## config.mk

```make
export PLATFORM = sky130hd
export DESIGN_NAME = big_fb_scheduler_flat
export DESIGN_NICKNAME = d
export VERILOG_FILES = /design/src/rtl/big_fb_scheduler_pkg.sv /design/src/rtl/big_fb_scheduler_if.sv /design/src/rtl/big_fb_scheduler_rr_arb2.sv /design/src/rtl/big_fb_scheduler.sv /design/src/flat_wrapper.sv
export SDC_FILE = /design/constraint.sdc
export NUM_CORES = 1
export LEC_CHECK = 0
export BUFFER_PORTS_ARGS = -buffer_cell sky130_fd_sc_hd__buf_2
export CAP_MARGIN = 20
export CORE_ASPECT_RATIO = 0.8
export CORE_MARGIN = 2
export CORE_UTILIZATION = 32
export CTS_CLUSTER_DIAMETER = 150
export DETAILED_ROUTE_END_ITERATION = 6
export SYNTH_ARGS = -nofsm -noshare
export SYNTH_HDL_FRONTEND = slang
export SYNTH_SLANG_ARGS = --single-unit
```

## constraint.sdc

```tcl
create_clock -name clk -period 2.9 [get_ports clk]
set_input_delay 0.435 -clock clk [delete_from_list [all_inputs] [get_ports clk]]
set_output_delay 0.435 -clock clk [all_outputs]
set_load 0.01 [all_outputs]
```

## src/rtl/big_fb_scheduler_pkg.sv

```systemverilog
// Shared definitions for the BIG framebuffer access scheduler.
package big_fb_scheduler_pkg;

  localparam int unsigned ADDR_W_DEF = 11;
  localparam int unsigned DATA_W_DEF = 6;

  // Read window: DISPLAY while the VGA driver owns the read port, BLANK otherwise.
  typedef enum logic {
    WIN_DISPLAY = 1'b0,
    WIN_BLANK   = 1'b1
  } win_state_e;

endpackage

```

## src/rtl/big_fb_scheduler_if.sv

```systemverilog
// Bundle of VGA, client and framebuffer signals seen by the scheduler.
interface big_fb_scheduler_if #(
  parameter int unsigned ADDR_W = big_fb_scheduler_pkg::ADDR_W_DEF,
  parameter int unsigned DATA_W = big_fb_scheduler_pkg::DATA_W_DEF
);

  logic              vga_active;
  logic [ADDR_W-1:0] vga_rd_addr;

  logic              c0_req;
  logic              c0_we;
  logic [ADDR_W-1:0] c0_addr;
  logic [DATA_W-1:0] c0_wdata;
  logic              c0_gnt;
  logic              c0_rvalid;
  logic [DATA_W-1:0] c0_rdata;

  logic              c1_req;
  logic              c1_we;
  logic [ADDR_W-1:0] c1_addr;
  logic [DATA_W-1:0] c1_wdata;
  logic              c1_gnt;
  logic              c1_rvalid;
  logic [DATA_W-1:0] c1_rdata;

  logic [ADDR_W-1:0] fb_rd_addr;
  logic [DATA_W-1:0] fb_rd_data;
  logic              fb_wr_en;
  logic [ADDR_W-1:0] fb_wr_addr;
  logic [DATA_W-1:0] fb_wr_data;

  // Scheduler side.
  modport slave (
    input  vga_active, vga_rd_addr,
    input  c0_req, c0_we, c0_addr, c0_wdata,
    output c0_gnt, c0_rvalid, c0_rdata,
    input  c1_req, c1_we, c1_addr, c1_wdata,
    output c1_gnt, c1_rvalid, c1_rdata,
    output fb_rd_addr, fb_wr_en, fb_wr_addr, fb_wr_data,
    input  fb_rd_data
  );

  // Environment side: clients, VGA driver and framebuffer.
  modport master (
    output vga_active, vga_rd_addr,
    output c0_req, c0_we, c0_addr, c0_wdata,
    input  c0_gnt, c0_rvalid, c0_rdata,
    output c1_req, c1_we, c1_addr, c1_wdata,
    input  c1_gnt, c1_rvalid, c1_rdata,
    input  fb_rd_addr, fb_wr_en, fb_wr_addr, fb_wr_data,
    output fb_rd_data
  );

endinterface

```

## src/rtl/big_fb_scheduler_rr_arb2.sv

```systemverilog
// Two-way round-robin arbiter with a combinational grant and a last-grant pointer.
module rr_arb2 (
  input  logic       clk,
  input  logic       rst,
  input  logic [1:0] req_i,
  output logic [1:0] gnt_o
);

  // last_q = index of the client granted most recently; reset value 1 favours client 0.
  logic last_q;
  logic last_d;

  // Grant selection and pointer next state.
  always_comb begin
    gnt_o  = 2'b00;
    last_d = last_q;
    case (req_i)
      2'b01:   gnt_o = 2'b01;
      2'b10:   gnt_o = 2'b10;
      2'b11:   gnt_o = last_q ? 2'b01 : 2'b10;
      default: gnt_o = 2'b00;
    endcase
    if (gnt_o[1]) begin
      last_d = 1'b1;
    end else if (gnt_o[0]) begin
      last_d = 1'b0;
    end
  end

  // Pointer register.
  always_ff @(posedge clk or posedge rst) begin
    if (rst) begin
      last_q <= 1'b1;
    end else begin
      last_q <= last_d;
    end
  end

endmodule

```

## src/rtl/big_fb_scheduler.sv

```systemverilog
// Schedules two clients onto the BIG framebuffer write and read ports,
// keeping reads out of the VGA display window.
module big_fb_scheduler #(
  parameter int unsigned ADDR_W = big_fb_scheduler_pkg::ADDR_W_DEF,
  parameter int unsigned DATA_W = big_fb_scheduler_pkg::DATA_W_DEF
) (
  input  logic              clk,
  input  logic              rst,
  big_fb_scheduler_if.slave bus
);

  import big_fb_scheduler_pkg::*;

  win_state_e        win_q;
  win_state_e        win_d;
  logic              rd_open_c;

  logic [1:0]        wr_req_c;
  logic [1:0]        wr_gnt_c;
  logic [1:0]        rd_raw_c;
  logic [1:0]        rd_req_c;
  logic [1:0]        rd_gnt_c;
  logic              wr_any_c;
  logic [ADDR_W-1:0] wr_addr_c;
  logic [DATA_W-1:0] wr_data_c;

  logic [1:0]        rvalid_q;
  logic [1:0]        rvalid_d;
  logic [DATA_W-1:0] rhold0_q;
  logic [DATA_W-1:0] rhold0_d;
  logic [DATA_W-1:0] rhold1_q;
  logic [DATA_W-1:0] rhold1_d;

  // Window FSM next state; the read window follows the current vga_active level.
  always_comb begin
    win_d = win_q;
    case (win_q)
      WIN_DISPLAY: if (!bus.vga_active) win_d = WIN_BLANK;
      WIN_BLANK:   if (bus.vga_active)  win_d = WIN_DISPLAY;
      default:     win_d = WIN_DISPLAY;
    endcase
    rd_open_c = (win_d == WIN_BLANK);
  end

  // Window FSM state register.
  always_ff @(posedge clk or posedge rst) begin
    if (rst) begin
      win_q <= WIN_DISPLAY;
    end else begin
      win_q <= win_d;
    end
  end

  // Write requests; no grants while reset is held.
  always_comb begin
    wr_req_c = 2'b00;
    if (!rst) begin
      wr_req_c = {bus.c1_req & bus.c1_we, bus.c0_req & bus.c0_we};
    end
  end

  rr_arb2 u_wr_arb (
    .clk   (clk),
    .rst   (rst),
    .req_i (wr_req_c),
    .gnt_o (wr_gnt_c)
  );

  // Write port mux, driven straight from the granted client's inputs.
  always_comb begin
    wr_any_c  = |wr_gnt_c;
    wr_addr_c = wr_gnt_c[1] ? bus.c1_addr  : bus.c0_addr;
    wr_data_c = wr_gnt_c[1] ? bus.c1_wdata : bus.c0_wdata;
    bus.fb_wr_en   = wr_any_c;
    bus.fb_wr_addr = wr_addr_c;
    bus.fb_wr_data = wr_data_c;
  end

  // Read requests: blank window only, deferred when colliding with this cycle's write.
  always_comb begin
    rd_raw_c = 2'b00;
    if (!rst && rd_open_c) begin
      rd_raw_c = {bus.c1_req & ~bus.c1_we, bus.c0_req & ~bus.c0_we};
    end
    rd_req_c    = rd_raw_c;
    rd_req_c[0] = rd_raw_c[0] & ~(wr_any_c && (bus.c0_addr == wr_addr_c));
    rd_req_c[1] = rd_raw_c[1] & ~(wr_any_c && (bus.c1_addr == wr_addr_c));
  end

  rr_arb2 u_rd_arb (
    .clk   (clk),
    .rst   (rst),
    .req_i (rd_req_c),
    .gnt_o (rd_gnt_c)
  );

  // Read address mux and client grant pulses.
  always_comb begin
    bus.fb_rd_addr = bus.vga_rd_addr;
    if (rd_gnt_c[1]) begin
      bus.fb_rd_addr = bus.c1_addr;
    end else if (rd_gnt_c[0]) begin
      bus.fb_rd_addr = bus.c0_addr;
    end
    bus.c0_gnt = wr_gnt_c[0] | rd_gnt_c[0];
    bus.c1_gnt = wr_gnt_c[1] | rd_gnt_c[1];
  end

  // Return path: data valid one cycle after the grant, last value held otherwise.
  always_comb begin
    rvalid_d = rd_gnt_c;
    rhold0_d = rvalid_q[0] ? bus.fb_rd_data : rhold0_q;
    rhold1_d = rvalid_q[1] ? bus.fb_rd_data : rhold1_q;
    bus.c0_rvalid = rvalid_q[0];
    bus.c1_rvalid = rvalid_q[1];
    bus.c0_rdata  = rhold0_d;
    bus.c1_rdata  = rhold1_d;
  end

  // Return-path registers; reset drops any read still in flight.
  always_ff @(posedge clk or posedge rst) begin
    if (rst) begin
      rvalid_q <= 2'b00;
      rhold0_q <= '0;
      rhold1_q <= '0;
    end else begin
      rvalid_q <= rvalid_d;
      rhold0_q <= rhold0_d;
      rhold1_q <= rhold1_d;
    end
  end

endmodule

```

## src/flat_wrapper.sv

```systemverilog
// flat-port wrapper written by rule: the top's interface ports become plain ports
module big_fb_scheduler_flat import big_fb_scheduler_pkg::*;
#(
  parameter int unsigned ADDR_W = big_fb_scheduler_pkg::ADDR_W_DEF,
  parameter int unsigned DATA_W = big_fb_scheduler_pkg::DATA_W_DEF
)
  (clk, rst, bus_vga_active, bus_vga_rd_addr, bus_c0_req, bus_c0_we, bus_c0_addr, bus_c0_wdata, bus_c0_gnt, bus_c0_rvalid, bus_c0_rdata, bus_c1_req, bus_c1_we, bus_c1_addr, bus_c1_wdata, bus_c1_gnt, bus_c1_rvalid, bus_c1_rdata, bus_fb_rd_addr, bus_fb_wr_en, bus_fb_wr_addr, bus_fb_wr_data, bus_fb_rd_data);
  big_fb_scheduler_if #(.ADDR_W(ADDR_W), .DATA_W(DATA_W)) bus_i ();
  input  logic clk;
  input  logic rst;
  input wire logic [$bits(bus_i.vga_active)-1:0] bus_vga_active;
  input wire logic [$bits(bus_i.vga_rd_addr)-1:0] bus_vga_rd_addr;
  input wire logic [$bits(bus_i.c0_req)-1:0] bus_c0_req;
  input wire logic [$bits(bus_i.c0_we)-1:0] bus_c0_we;
  input wire logic [$bits(bus_i.c0_addr)-1:0] bus_c0_addr;
  input wire logic [$bits(bus_i.c0_wdata)-1:0] bus_c0_wdata;
  output wire logic [$bits(bus_i.c0_gnt)-1:0] bus_c0_gnt;
  output wire logic [$bits(bus_i.c0_rvalid)-1:0] bus_c0_rvalid;
  output wire logic [$bits(bus_i.c0_rdata)-1:0] bus_c0_rdata;
  input wire logic [$bits(bus_i.c1_req)-1:0] bus_c1_req;
  input wire logic [$bits(bus_i.c1_we)-1:0] bus_c1_we;
  input wire logic [$bits(bus_i.c1_addr)-1:0] bus_c1_addr;
  input wire logic [$bits(bus_i.c1_wdata)-1:0] bus_c1_wdata;
  output wire logic [$bits(bus_i.c1_gnt)-1:0] bus_c1_gnt;
  output wire logic [$bits(bus_i.c1_rvalid)-1:0] bus_c1_rvalid;
  output wire logic [$bits(bus_i.c1_rdata)-1:0] bus_c1_rdata;
  output wire logic [$bits(bus_i.fb_rd_addr)-1:0] bus_fb_rd_addr;
  output wire logic [$bits(bus_i.fb_wr_en)-1:0] bus_fb_wr_en;
  output wire logic [$bits(bus_i.fb_wr_addr)-1:0] bus_fb_wr_addr;
  output wire logic [$bits(bus_i.fb_wr_data)-1:0] bus_fb_wr_data;
  input wire logic [$bits(bus_i.fb_rd_data)-1:0] bus_fb_rd_data;
  assign bus_i.vga_active = bus_vga_active;
  assign bus_i.vga_rd_addr = bus_vga_rd_addr;
  assign bus_i.c0_req = bus_c0_req;
  assign bus_i.c0_we = bus_c0_we;
  assign bus_i.c0_addr = bus_c0_addr;
  assign bus_i.c0_wdata = bus_c0_wdata;
  assign bus_c0_gnt = bus_i.c0_gnt;
  assign bus_c0_rvalid = bus_i.c0_rvalid;
  assign bus_c0_rdata = bus_i.c0_rdata;
  assign bus_i.c1_req = bus_c1_req;
  assign bus_i.c1_we = bus_c1_we;
  assign bus_i.c1_addr = bus_c1_addr;
  assign bus_i.c1_wdata = bus_c1_wdata;
  assign bus_c1_gnt = bus_i.c1_gnt;
  assign bus_c1_rvalid = bus_i.c1_rvalid;
  assign bus_c1_rdata = bus_i.c1_rdata;
  assign bus_fb_rd_addr = bus_i.fb_rd_addr;
  assign bus_fb_wr_en = bus_i.fb_wr_en;
  assign bus_fb_wr_addr = bus_i.fb_wr_addr;
  assign bus_fb_wr_data = bus_i.fb_wr_data;
  assign bus_i.fb_rd_data = bus_fb_rd_data;
  big_fb_scheduler #(.ADDR_W(ADDR_W), .DATA_W(DATA_W)) u_core (.clk(clk), .rst(rst), .bus(bus_i));
endmodule
```

* Word level (Yosys, flattened, before mapping)
Index checks and enable logic that the tools add are counted.
** Cells by class
- Bitwise gates (word level) :: 12
- Muxes and demuxes :: 17
- Equality and inequality tests :: 8
- Reductions and logical operators :: 7
** Operators by type and width (count)
- two-way mux 11 bit :: 3
- equality test 11 bit :: 2
- two-way mux 6 bit :: 3
- one-hot mux 2 bit (3 select lines) :: 2
- equality test 2 bit (second input constant) :: 4
- two-way mux 2 bit :: 4
- bitwise AND 1 bit :: 6
- two-way mux 1 bit :: 5
- equality test 2 x 1 -> 1 bit (second input constant) :: 2
- inverter 1 bit :: 4
- nonzero test 2 bit :: 2
- logical AND 1 bit :: 3
- OR 1 bit :: 2
- OR reduction 2 bit :: 1
- logical NOT 1 bit :: 1
** Word-level totals
- Register bits after elaboration :: 16
- Output and inout bits :: 45

* Longest topological paths before layout
- Word-level depth :: 13
- Mapped depth :: 7
- Depth with buffers taken out :: 5

* By module
From an unflattened synthesis, not the netlist that was laid out.
** Unflattened totals
- Cells, all modules :: 139
- Area total of the unflattened synthesis :: 1273.7 µm²
** Modules (own cells, without submodules)
- big_fb_scheduler :: instances 1, area an instance 1143.6 µm², sequential area each 350.3 µm², cells each 123
- rr_arb2 :: instances 2, area an instance 65.1 µm², sequential area each 26.3 µm², cells each 8

* Least setup slack after synthesis
No wires, ideal clock.
- Kind :: in2out
- Start :: in rst
- End :: out bus_fb_wr_addr[0]
- Slack :: 0.552 ns
- Cell stages on the path :: 7
- Required time :: 2.465 ns
- Arrival time :: 1.913 ns
- Path through :: buf_2 inv_1 nand3_1 a31o_2 buf_4 buf_6 mux2_2
** Between the ends
- Word-level cells in the longest chain between the ends :: 4
** RTL lines
- start: declaration :: RTL line flat_wrapper.sv:10 : input logic rst;
- two-way mux 2 bit (*) :: RTL line big_fb_scheduler.sv:57 : if (!rst) begin
- equality test 2 bit / equality test 2 x 1 -> 1 bit (equally long branches) :: RTL line big_fb_scheduler_rr_arb2.sv:17 : case (req_i)
- one-hot mux 2 bit (3 select lines) (*) :: RTL line big_fb_scheduler_rr_arb2.sv:17
- two-way mux 11 bit (*) :: RTL line big_fb_scheduler.sv:72 : wr_addr_c = wr_gnt_c[1] ? bus.c1_addr : bus.c0_addr;
- end: declaration :: RTL line flat_wrapper.sv:29 : output wire logic [$bits(bus_i.fb_wr_addr)-1:0] bus_fb_wr_addr;
Mark *: on every way between the ends. The rest lies on a longest branch, timed or not.

* Worst setup path after layout
Same ends and word-level chain as after synthesis.

==> impl_metrics.ini <==
[timing]
period_needed_ps = 2290
setup_violations = 0
fmax_ghz = 0.437
final_hold_viol_count = 0
holdWs_ps = 375
setup_tns_ps = 0
finClkSkew_ps = 4.79
final.period_utilization_pct = 79.0
relSlewSlack_pct = 56.6
rsz0062_at_grt = no
setup_ws_ps = 609
slew_viol_final = 0
tightest_slew_ps = 650

[drt]
vias_per_cell = 5.36
postRouteAntennaNets = 0
drc = 0
vias = 1704
detail_route.wl_per_cell_microns = 15.0
drt-initial-drc-count = 76
routed_wl_microns = 4760
dr.pass1.iters = 4

[logic_synthesis]
synth_fp_nets = 218
synth_cell_types = 35
avgSynthCellArea_sq_um = 9.46
ys_async_sr_fraction_pct = 100
synth_cells = 160
synth_warnings = 0
synth_edf_count = 0
synth_ff_type = dfrtp_1
netlist_area_sq_um = 1510
yosysSeqAreaShare_pct = 26.6
ys_seq_elements = 16

[clock_network]
hold_buffers = 0
cts_tree = yes
cts_made_buffers = 3
cts_setup_buffers = 0
cts-root-buf = clkbuf_8
cts_resized = 0
clock_tree.buffer_depth = 2
clock_latency_ps = 250
clock-sinks = 16
htree_levels = 1
cts.clk_slew.worst_paths_ps = 60

[floorplanning]
io_pins = 103
initial_core_util_pct = 33.1
die_x_microns = 80.9
die_y_microns = 65.5
die-area_sq_um = 5300
rows = 22
core_area_sq_um = 4570

[global_route]
gr-usage-all-layers_pct = 17.4
grt_pass1_vias = 1542
grt_pass1_wl_microns = 7360
antenna_found_initial = 0
gr-total-overflow = 0
grt_max_degree = 20

[placed_design]
port_buffers = 102
placed_cells = 314
place_ws_ps = 606
gp_congestion = 0.808
place.detailed.hpwl_microns = 3850

[cells_and_area]
drive_gt1_share_pct = 57.8
stdcell_count = 318
post-route-util_pct = 46.6
diodes = 0
fill_cells = 481
nNetsFinal = 317
area_growth_pct = 40.7

[setup_path]
path_class = in -> out
worstPathArrival_ps = 1860
worstSetupEndpointType = output pin
r2r_slack_ps = 1650
ff2ff_path_depth = 2
critPathLaunchType = input port
path_max_fanout = 19
required_ps = 2470

[power]
p_comb_share_pct = 42.6
power_switching_share_pct = 32.7
switchingPower_w = 0.000277
p_leak_nw = 0.968
ir_worst_vdd_uv = 232
p_int_w = 0.000571
power_frac_seq_pct = 34.6
p_per_area_nw_per_um2 = 398
clkPwrFrac_pct = 22.7

[run]
cap_violations = 0

[outcome]
run_status = completed

[worst_hold_path]
min_path_type = in -> async
## sequential cells by signal, summed over array words and instances, names as in the netlist
register / flops
u_core.rhold0_q: 6
u_core.rhold1_q: 6
u_core.rvalid_q: 2
u_core.u_rd_arb.last_q: 1
u_core.u_wr_arb.last_q: 1
## placed cells by master (no fill, tap or decap), types with 3 or more instances in the layout
| master | instances |
|---|---|
| buf_2 | 102 |
| nand4_1 | 14 |
| xnor2_1 | 11 |
| a22oi_1 | 11 |
| buf_4 | 7 |
| o211ai_1 | 11 |
| nor3b_1 | 12 |
| dfrtp_1 | 14 |
| inv_1 | 3 |
| o21ai_0 | 13 |
| mux2_2 | 29 |
| clkbuf_8 | 4 |
## cell families after synthesis
group | synth area share, %
AO/OA/AOI/OAI | 21.9
XOR/XNOR | 6.36
buffers and inverters | 5.87
flip-flops | 26.6
multiplexers | 21.6
AND/OR/NAND/NOR | 17.7
## path summary, 6_finish.rpt
| check | from | to |
|---|---|---|
| worst min-delay path | rst | u_core.rhold1_q[3]$_DFF_PP0_ |
| worst min register to register | u_core.rhold0_q[4]$_DFF_PP0_ | u_core.rhold0_q[4]$_DFF_PP0_ |
| worst max register to register | u_core.u_rd_arb.last_q$_DFFE_PP1P_ | u_core.rvalid_q[0]$_DFF_PP0_ |
| worst max-delay path | rst | bus_fb_wr_addr[0] |
| min in group clk | bus_fb_rd_data[4] | u_core.rhold0_q[4]$_DFF_PP0_ |
| max in group asynchronous | rst | u_core.u_rd_arb.last_q$_DFFE_PP1P_ |
## per-layer routing
metal / vias to the layer above / wire length, microns / GRT usage [%]
met5: - / 0 / 0
met2: 78 / 2110 / 26.8
met1: 804 / 2280 / 25.9
met4: 0 / 59 / 3.81
met3: 6 / 306 / 2.20
li1: 816 / - / -
## area by class of cell
| type | count | area [sq um] | share of cell area [%] |
|---|---|---|---|
| multi-input cells | 126 | 1020 | 48.0 |
| repair buffers | 109 | 563 | 26.4 |
| well taps | 60 | 75.1 | 3.53 |
| flip-flops and latches | 16 | 403 | 18.9 |
| clock buffers | 4 | 55.1 | 2.59 |
| inverters | 3 | 11.3 | 0.529 |
## metrics by stage
step | power [W] | area, sq um
after CTS | 0.000857 | 2130
after floorplan | 0.000506 | 1510
after detailed placement | 0.000661 | 2070
after global placement | 0.000657 | 2070
after global routing | 0.000909 | 2130
final | 0.000848 | 2130
## synth_stat cells (2+ instances only)
master    number  area, sq um
mux2_2        29          327
dfrtp_1       14          350
nand4_1       14         87.6
o21ai_0       13         65.1
nor3b_1       12         90.1
a22oi_1       11         82.6
o211ai_1      11         82.6
xnor2_1       11         96.3
clkbuf_1       9         33.8
inv_1          3         11.3
and3_1         2         12.5
and4_1         2         17.5
buf_2          2         10.0
buf_6          2         22.5
dfstp_2        2         52.6
nand3_1        2         10.0
nor2_1         2         7.51
nor2b_1        2         12.5
## critical path: stages
cell	delay (ps)
buf_2	280
inv_1	100
nand3_1	90
a31o_2	410
mux2_2	390
buf_2	140
## power groups by stage
stage,combinational (W),clock [W],sequential (W)
after floorplan,0.000215,0,0.000291
after global placement,0.000361,0,0.000295
after detailed placement,0.000363,0,0.000298
after CTS,0.000365,0.000198,0.000294
after global routing,0.000397,0.000212,0.000300
final,0.000362,0.000193,0.000294
Note: power is estimated with default switching activity, not from simulation.
